`config.mk`:
```
export PLATFORM = sky130hd
export DESIGN_NAME = fmi_tile_loader
export DESIGN_NICKNAME = d
export VERILOG_FILES = /design/src/rtl/fmi_tile_loader.sv
export SDC_FILE = /design/constraint.sdc
export NUM_CORES = 1
export LEC_CHECK = 0
export ABC_AREA = 1
export CAP_MARGIN = 40
export CORE_MARGIN = 2
export CORE_UTILIZATION = 48
export DETAILED_ROUTE_END_ITERATION = 7
export PLACE_DENSITY = 0.84
export SLEW_MARGIN = 10
export SYNTH_ARGS = -nofsm -noshare
export SYNTH_HDL_FRONTEND = slang
export SYNTH_SLANG_ARGS = --single-unit
```
`constraint.sdc`:
```
create_clock -name clk_i -period 5.5 [get_ports clk_i]
set_input_delay 1.1 -clock clk_i [delete_from_list [all_inputs] [get_ports clk_i]]
set_output_delay 1.1 -clock clk_i [all_outputs]
set_load 0.02 [all_outputs]
```
`src/rtl/fmi_tile_loader.sv`:
```
// rtl/fmi_tile_loader.sv - loads one input feature-map tile into RAM FMI, zero-filling pad borders
module fmi_tile_loader #(
    parameter int TIX_T      = 16,
    parameter int TIY_T      = 16,
    parameter int TIF        = 8,
    parameter int PX_W       = 16,
    parameter int SIZE_FMI_T = TIX_T * TIY_T,
    parameter int FMI_N_ELEM = SIZE_FMI_T * TIF,
    parameter int AW         = $clog2(FMI_N_ELEM)
) (
    input  logic            clk_i,
    input  logic            rst_i,
    input  logic            start_i,
    input  logic [3:0]      cfg_nif_i,
    input  logic [4:0]      cfg_tix_i,
    input  logic [4:0]      cfg_tiy_i,
    input  logic [3:0]      cfg_pad_i,
    input  logic            s_valid_i,
    input  logic [PX_W-1:0] s_data_i,
    output logic            s_ready_o,
    output logic            ram_we_o,
    output logic [AW-1:0]   ram_addr_o,
    output logic [PX_W-1:0] ram_wdata_o,
    output logic            busy_o,
    output logic            done_o,
    output logic            err_o
);

    typedef enum logic {IDLE, RUN} state_t;

    state_t          state_q, state_d;
    logic [3:0]      nif_q, nif_d;
    logic [4:0]      tix_q, tix_d;
    logic [4:0]      tiy_q, tiy_d;
    logic [3:0]      pad_q, pad_d;
    logic [3:0]      c_q, c_d;
    logic [4:0]      y_q, y_d;
    logic [4:0]      x_q, x_d;
    logic            we_q, we_d;
    logic [AW-1:0]   addr_q, addr_d;
    logic [PX_W-1:0] wdata_q, wdata_d;
    logic            done_q, done_d;
    logic            err_q, err_d;

    logic [4:0]    pad_lr, pad_tb;
    logic          cfg_ok;
    logic          x_last, y_last, c_last;
    logic          pad_pos;
    logic          advance;
    logic          ready;
    logic [AW-1:0] addr_calc;

    // A tile needs at least one real data column and row between its pad borders.
    assign pad_lr = 5'(cfg_pad_i[0]) + 5'(cfg_pad_i[2]);
    assign pad_tb = 5'(cfg_pad_i[1]) + 5'(cfg_pad_i[3]);
    assign cfg_ok = (cfg_nif_i != 4'd0) && (cfg_nif_i <= 4'(TIF)) &&
                    (cfg_tix_i != 5'd0) && (cfg_tix_i <= 5'(TIX_T)) &&
                    (cfg_tiy_i != 5'd0) && (cfg_tiy_i <= 5'(TIY_T)) &&
                    (cfg_tix_i > pad_lr) && (cfg_tiy_i > pad_tb);

    assign x_last  = (x_q == tix_q - 5'd1);
    assign y_last  = (y_q == tiy_q - 5'd1);
    assign c_last  = (c_q == nif_q - 4'd1);
    assign pad_pos = (pad_q[0] && (x_q == 5'd0)) || (pad_q[2] && x_last) ||
                     (pad_q[1] && (y_q == 5'd0)) || (pad_q[3] && y_last);

    assign addr_calc = AW'(c_q) * AW'(SIZE_FMI_T) + AW'(y_q) * AW'(TIX_T) + AW'(x_q);
    assign advance   = (state_q == RUN) && (pad_pos || s_valid_i);
    assign ready     = (state_q == RUN) && !pad_pos;

    always_comb begin
        state_d = state_q;
        nif_d   = nif_q;
        tix_d   = tix_q;
        tiy_d   = tiy_q;
        pad_d   = pad_q;
        c_d     = c_q;
        y_d     = y_q;
        x_d     = x_q;
        we_d    = 1'b0;
        addr_d  = addr_q;
        wdata_d = wdata_q;
        done_d  = 1'b0;
        err_d   = 1'b0;
        case (state_q)
            IDLE: begin
                if (start_i) begin
                    if (cfg_ok) begin
                        nif_d   = cfg_nif_i;
                        tix_d   = cfg_tix_i;
                        tiy_d   = cfg_tiy_i;
                        pad_d   = cfg_pad_i;
                        c_d     = 4'd0;
                        y_d     = 5'd0;
                        x_d     = 5'd0;
                        state_d = RUN;
                    end else begin
                        err_d = 1'b1;
                    end
                end
            end
            RUN: begin
                if (advance) begin
                    we_d    = 1'b1;
                    addr_d  = addr_calc;
                    wdata_d = pad_pos ? '0 : s_data_i;
                    if (x_last && y_last && c_last) begin
                        done_d  = 1'b1;
                        state_d = IDLE;
                        c_d     = 4'd0;
                        y_d     = 5'd0;
                        x_d     = 5'd0;
                    end else if (x_last) begin
                        x_d = 5'd0;
                        if (y_last) begin
                            y_d = 5'd0;
                            c_d = c_q + 4'd1;
                        end else begin
                            y_d = y_q + 5'd1;
                        end
                    end else begin
                        x_d = x_q + 5'd1;
                    end
                end
            end
            default: state_d = IDLE;
        endcase
    end

    always_ff @(posedge clk_i) begin
        if (rst_i) begin
            state_q <= IDLE;
            nif_q   <= '0;
            tix_q   <= '0;
            tiy_q   <= '0;
            pad_q   <= '0;
            c_q     <= '0;
            y_q     <= '0;
            x_q     <= '0;
            we_q    <= 1'b0;
            addr_q  <= '0;
            wdata_q <= '0;
            done_q  <= 1'b0;
            err_q   <= 1'b0;
        end else begin
            state_q <= state_d;
            nif_q   <= nif_d;
            tix_q   <= tix_d;
            tiy_q   <= tiy_d;
            pad_q   <= pad_d;
            c_q     <= c_d;
            y_q     <= y_d;
            x_q     <= x_d;
            we_q    <= we_d;
            addr_q  <= addr_d;
            wdata_q <= wdata_d;
            done_q  <= done_d;
            err_q   <= err_d;
        end
    end

    // busy stays up through the done cycle, dropping on the cycle after it.
    assign busy_o      = (state_q == RUN) || done_q;
    assign s_ready_o   = ready;
    assign ram_we_o    = we_q;
    assign ram_addr_o  = addr_q;
    assign ram_wdata_o = wdata_q;
    assign done_o      = done_q;
    assign err_o       = err_q;

endmodule

```
After elaboration in Yosys (flattened, before gate mapping)
Index checks and enable logic that the tools add are counted.

Word-level logic and storage cells: 100. Input bits: 38. Register bits: 63. Output and inout bits: 32.

Muxes and demuxes: 27. $add $sub $neg: 10. Equality and inequality tests: 8. Order comparisons: 5. Reduce and logical (&&, ||, !) cells: 34. Bitwise operators: 3.

Operators with widths (count): $mux 5 (9); $mux 4 (6); $pmux 5 s2 (2); $mux 16 (1); $logic_and 1x1->1 (15); $add 11x5->11 (1); $add 11x9->11 (1); $add 5x1->5 const B (2); $eq 5x5->1 (2); $gt 5x2->1 (2); $le 5x5->1 const B (2); $logic_not 5->1 (2); $reduce_bool 5->1 (2); $sub 5x1->5 const B (2); $pmux 4 s2 (1); $mux 1 (7); $ne 3x1->1 const B (2); $reduce_and 3->1 (2); $reduce_or 3->1 (2); $logic_or 1x1->1 (5); $reduce_and 5->1 (1); $add 1x1->2 (2); $add 4x1->4 const B (1); $eq 4x4->1 (1); other kinds (11) (14).

Depth between registers and ports, before layout
Word-level depth: 11. Gate-level depth with buffers: 17. Depth with buffers taken out: 16.

Least setup slack after synthesis
No wires, ideal clock.

Path kind: register to output. Start: register tix_q[0]. End: output s_ready_o. Arrival: 1722 ps. Data required time: 4400 ps. Path slack: 2678 ps. Buffers on the path: 2. Cell stages (with the launch flop): 13. Cell sequence: dfxtp_1 inv_1 ha_1 xnor2_1 nor2_1 nand2_1 nor2_2 nand3_2 and3_1 buf_4 buf_4 inv_1 nor2_1.

Word-level cells in the longest chain between the ends: 8.

RTL lines: start: declaration (RTL line 33) `logic [4:0] tix_q, tix_d;`; start signal: assignment (RTL line 148) `tix_q <= tix_d;`; $sub 5x1->5 (RTL line 61) `assign x_last = (x_q == tix_q - 5'd1);`; $eq 5x5->1 (RTL line 61); $logic_and 1x1->1 (RTL line 64) `assign pad_pos = (pad_q[0] && (x_q == 5'd0)) || (pad_q[2] && x_last) ||`; $logic_or 1x1->1 (2 in series) (RTL line 64); $logic_or 1x1->1 (RTL line 65) `(pad_q[1] && (y_q == 5'd0)) || (pad_q[3] && y_last);`; $logic_not 1->1 (RTL line 69) `assign ready = (state_q == RUN) && !pad_pos;`; $logic_and 1x1->1 (RTL line 69); end: declaration (RTL line 20) `output logic s_ready_o,`.

Every way passes these cells.

Final worst setup path
Start: register x_q[1]. End: output s_ready_o.

Word-level cells in the longest chain between the ends: 7. Elaborated cells between the ends (all ways): 9.

RTL lines: start: declaration (RTL line 38) `logic [4:0] x_q, x_d;`; start signal: assignment (RTL line 139) `x_q <= '0;`; start signal: assignment (RTL line 153) `x_q <= x_d;`; $eq 5x5->1 / $logic_not 5->1 (equally long branches) (RTL line 61, 64); $logic_and 1x1->1 (RTL line 64); $logic_or 1x1->1 (*) (2 in series) (RTL line 64); $logic_or 1x1->1 (*) (RTL line 65); $logic_not 1->1 (*) (RTL line 69); $logic_and 1x1->1 (*) (RTL line 69).

Every way passes the cells marked *; elsewhere a longest branch is shown, timed or not.

==> summary.txt <==
status: complete, no violations
syn nets: 531
yosys warns: 0
dpl ws: 1.85 ns
Crit. End Element: primary output
syn avg cell area: 7.12 um^2
complex-gate fraction of the synthesized area: 0.130
total number of vias: 3332
die area: 7750 um^2
Setup Skew: 0.00833 ns
die width: 88.0 um
antenna violations before repair: 0
fin. max-slew vios: 0
Post-synth ARST share: 0
largest net degree at the start of global routing: 41
post_cts resized: 0
Synth Flop Type: dfxtp_1
Pleak: 1.63 nW
post-synthesis mux area share: 0
placed cell areas: 4100 um^2
r2r setup slk: 2.81 ns
post-route insts no fill: 635
grt total ovfl: 0
post-DR vias/cell: 5.25
Worst VDD drop: 115 uV
Post-Place Cells: 619
nets@finish: 589
Slew headroom: 0.449
most common cell after layout, fill and taps aside: nand2_1
Multi-input gate area: 1810 um^2
XOR/XNOR Fraction of Synth Area: 0.0439
Final setup viols: 0
Ant. Diodes: 0
period utilization: 0.724
CORE AREA: 6790 um^2
vias in the first global route: 3150
Longest Clk Path Bufs: 2
P&R area growth vs syn: 25.8%
WP depth: 9
detailed placer's ending HPWL: 5730 um
Final WS setup: 1.52 ns
Hold Vio Cnt, Final: 0
end point of the critical path: s_ready_o
Mapped Area: 3390 um^2
Worst Reg-to-Reg Cells: 11
DIE HEIGHT: 88.0 um
crit start category: flop
Critical Path Start: x_q[1]$_SDFFE_PP0P_
Root Driver: clkbuf_8
final WL: 7960 um
critical path, cell by cell: inv_1, ha_1, nand4_1, nor2_1, a31oi_1, and3_1, inv_1, nor2_1, clkdlybuf4s50_1
Seq/Total Area, Yosys: 0.372
Synth Area in Simple Gates: 0.299
DRC Markers: 0
FF+latch area: 1260 um^2
Ports: 70
EDFF count, synth: 0
clock latency on the worst-skew pair: 0.35 ns
Slowest cell on crit path: clkdlybuf4s50_1
P per Cell Area: 231 nW/um^2
largest family of logic cells by synthesized area: simple AND/OR/NAND/NOR gates
crit path DAT: 2.88 ns
Initial Util: 0.499
CP bufs+invs: 3
final instance area: 4260 um^2
First-pass DRT Iterations: 4
worst slew pin tran: 0.825 ns
FP Rows: 30
DRT antenna net count: 0
setup_tns: 0 ns
first-pass GRT wire length: 13300 um
GPL Wtd Cong: 0.859
initial detailed-routing violation count: 147
FF-to-FF End: x_q[3]$_SDFFE_PP0P_
CTS buffer count: 9
#FFs+latches synth: 63
gr usage total: 0.214
post-CTS setup buffer count: 0
number of clock sinks: 63
# H-tree levels: 3
Yosys cell types: 36
crit path kind: flop to primary output
WP data required: 4.40 ns
crit path max fanout: 17
layout cells sized above 1: 0.0705
WHS: 0.462 ns
adder-cell share of the synthesized area: 0.0628
Mapped Cells: 476
commonest non-fill, non-tap cells in the layout: 93 x nand2_1, 69 x clkdlybuf4s50_1, 63 x dfxtp_1
wire per inst: 12.5 um
max cap viols: 0
fill count: 609
HP Class: flop to flop
delay-heaviest family, CP: simple AND/OR/NAND/NOR gates
Max stage delay on crit path: 0.61 ns
Tmin final: 3.98 ns
Clock transition at path regs: 0.07 ns
RSZ-0062 raised after global routing: no
Critical R2R Launch: x_q[1]$_SDFFE_PP0P_
CTS tree: done
CTS hold repair buffers: 0
IO buf count: 69
f_max: 0.251 GHz
==> stage by stage <==
step	power (mW)	util
floorplan	0.595	-
global placement	0.643	0.603
detailed placement	0.649	0.603
CTS	0.989	0.628
global route	1.03	0.628
finish	0.985	0.628
==> cells by family after synthesis <==
| logic type | after synthesis |
|---|---|
| and+or+nand+nor | 217 |
| AOI/OAI and AO/OA | 86 |
| buffers and inverters | 76 |
| DFF | 63 |
| xor gates and xnor gates | 17 |
| adders and majority gates | 17 |
==> worst reg2reg max path, stage by stage, from the launching register on <==
cell	delay, ns
dfxtp_1	0.45
inv_1	0.10
ha_1	0.19
nand4_1	0.08
nor2_1	0.04
a31oi_1	0.27
nand4_2	0.35
nand2_4	0.41
nand2_2	0.32
nand2_4	0.21
nand2_4	0.08
nor2_1	0.13
==> synthesized netlist by cell type, types with 8 or more instances <==
cell	count	area share
nand2_1	93	0.10
buf_2	8	0.012
clkbuf_1	11	0.012
nand4_1	18	0.033
a21oi_1	56	0.083
o21ai_0	24	0.035
dfxtp_1	63	0.37
nor2_1	35	0.039
ha_1	17	0.063
nand3_1	43	0.064
inv_1	44	0.049
xor2_1	11	0.028
==> layout make-up <==
class                           count  share of cell area
Tap cell                           96              0.0282
Sequential cell                    63               0.296
Clock inverter                      6             0.00880
Timing Repair Buffer               72               0.167
Clock buffer                       10              0.0299
Multi-Input combinational cell    337               0.425
Inverter                           51              0.0449
==> where the power goes <==
| part | total [mW] | internal (mW) | switching, mW |
|---|---|---|---|
| clock | 0.344 | 0.161 | 0.184 |
| combinational | 0.156 | 0.0692 | 0.0866 |
| sequential | 0.485 | 0.470 | 0.0149 |
==> state kept, by name, summed over array words and instances (netlist names) <==
register and count:
done_o 1, tix_q 5, ram_we_o 1, err_o 1, c_q 4, state_q 1, pad_q 4, ram_addr_o 11
nif_q 4, x_q 5, y_q 5, ram_wdata_o 16, tiy_q 5
==> routing by layer <==
layer / global-route usage / routed length (um) / vias up
met5: 0 / 0 / -
met4: 0.0909 / 121 / 0
met3: 0.0434 / 564 / 14
met2: 0.373 / 3700 / 118
met1: 0.256 / 3580 / 1516
li1: - / - / 1684
==> how the worst min path moves through the flow <==
stage	slack (ns)	endpoint	from	cells past startpoint
detailed placement	0.45	ram_addr_o[5]$_SDFFE_PP0P_	ram_addr_o[5]$_SDFFE_PP0P_	2
floorplan	0.42	pad_q[0]$_SDFFE_PP0P_	pad_q[0]$_SDFFE_PP0P_	2
global route	0.48	ram_addr_o[6]$_SDFFE_PP0P_	ram_addr_o[6]$_SDFFE_PP0P_	2
CTS	0.46	ram_addr_o[6]$_SDFFE_PP0P_	ram_addr_o[6]$_SDFFE_PP0P_	2
global placement	0.44	tix_q[4]$_SDFFE_PP0P_	tix_q[4]$_SDFFE_PP0P_	2
finish	0.46	ram_addr_o[6]$_SDFFE_PP0P_	ram_addr_o[6]$_SDFFE_PP0P_	2
No activity file was read; power rests on OpenSTA's default activity.
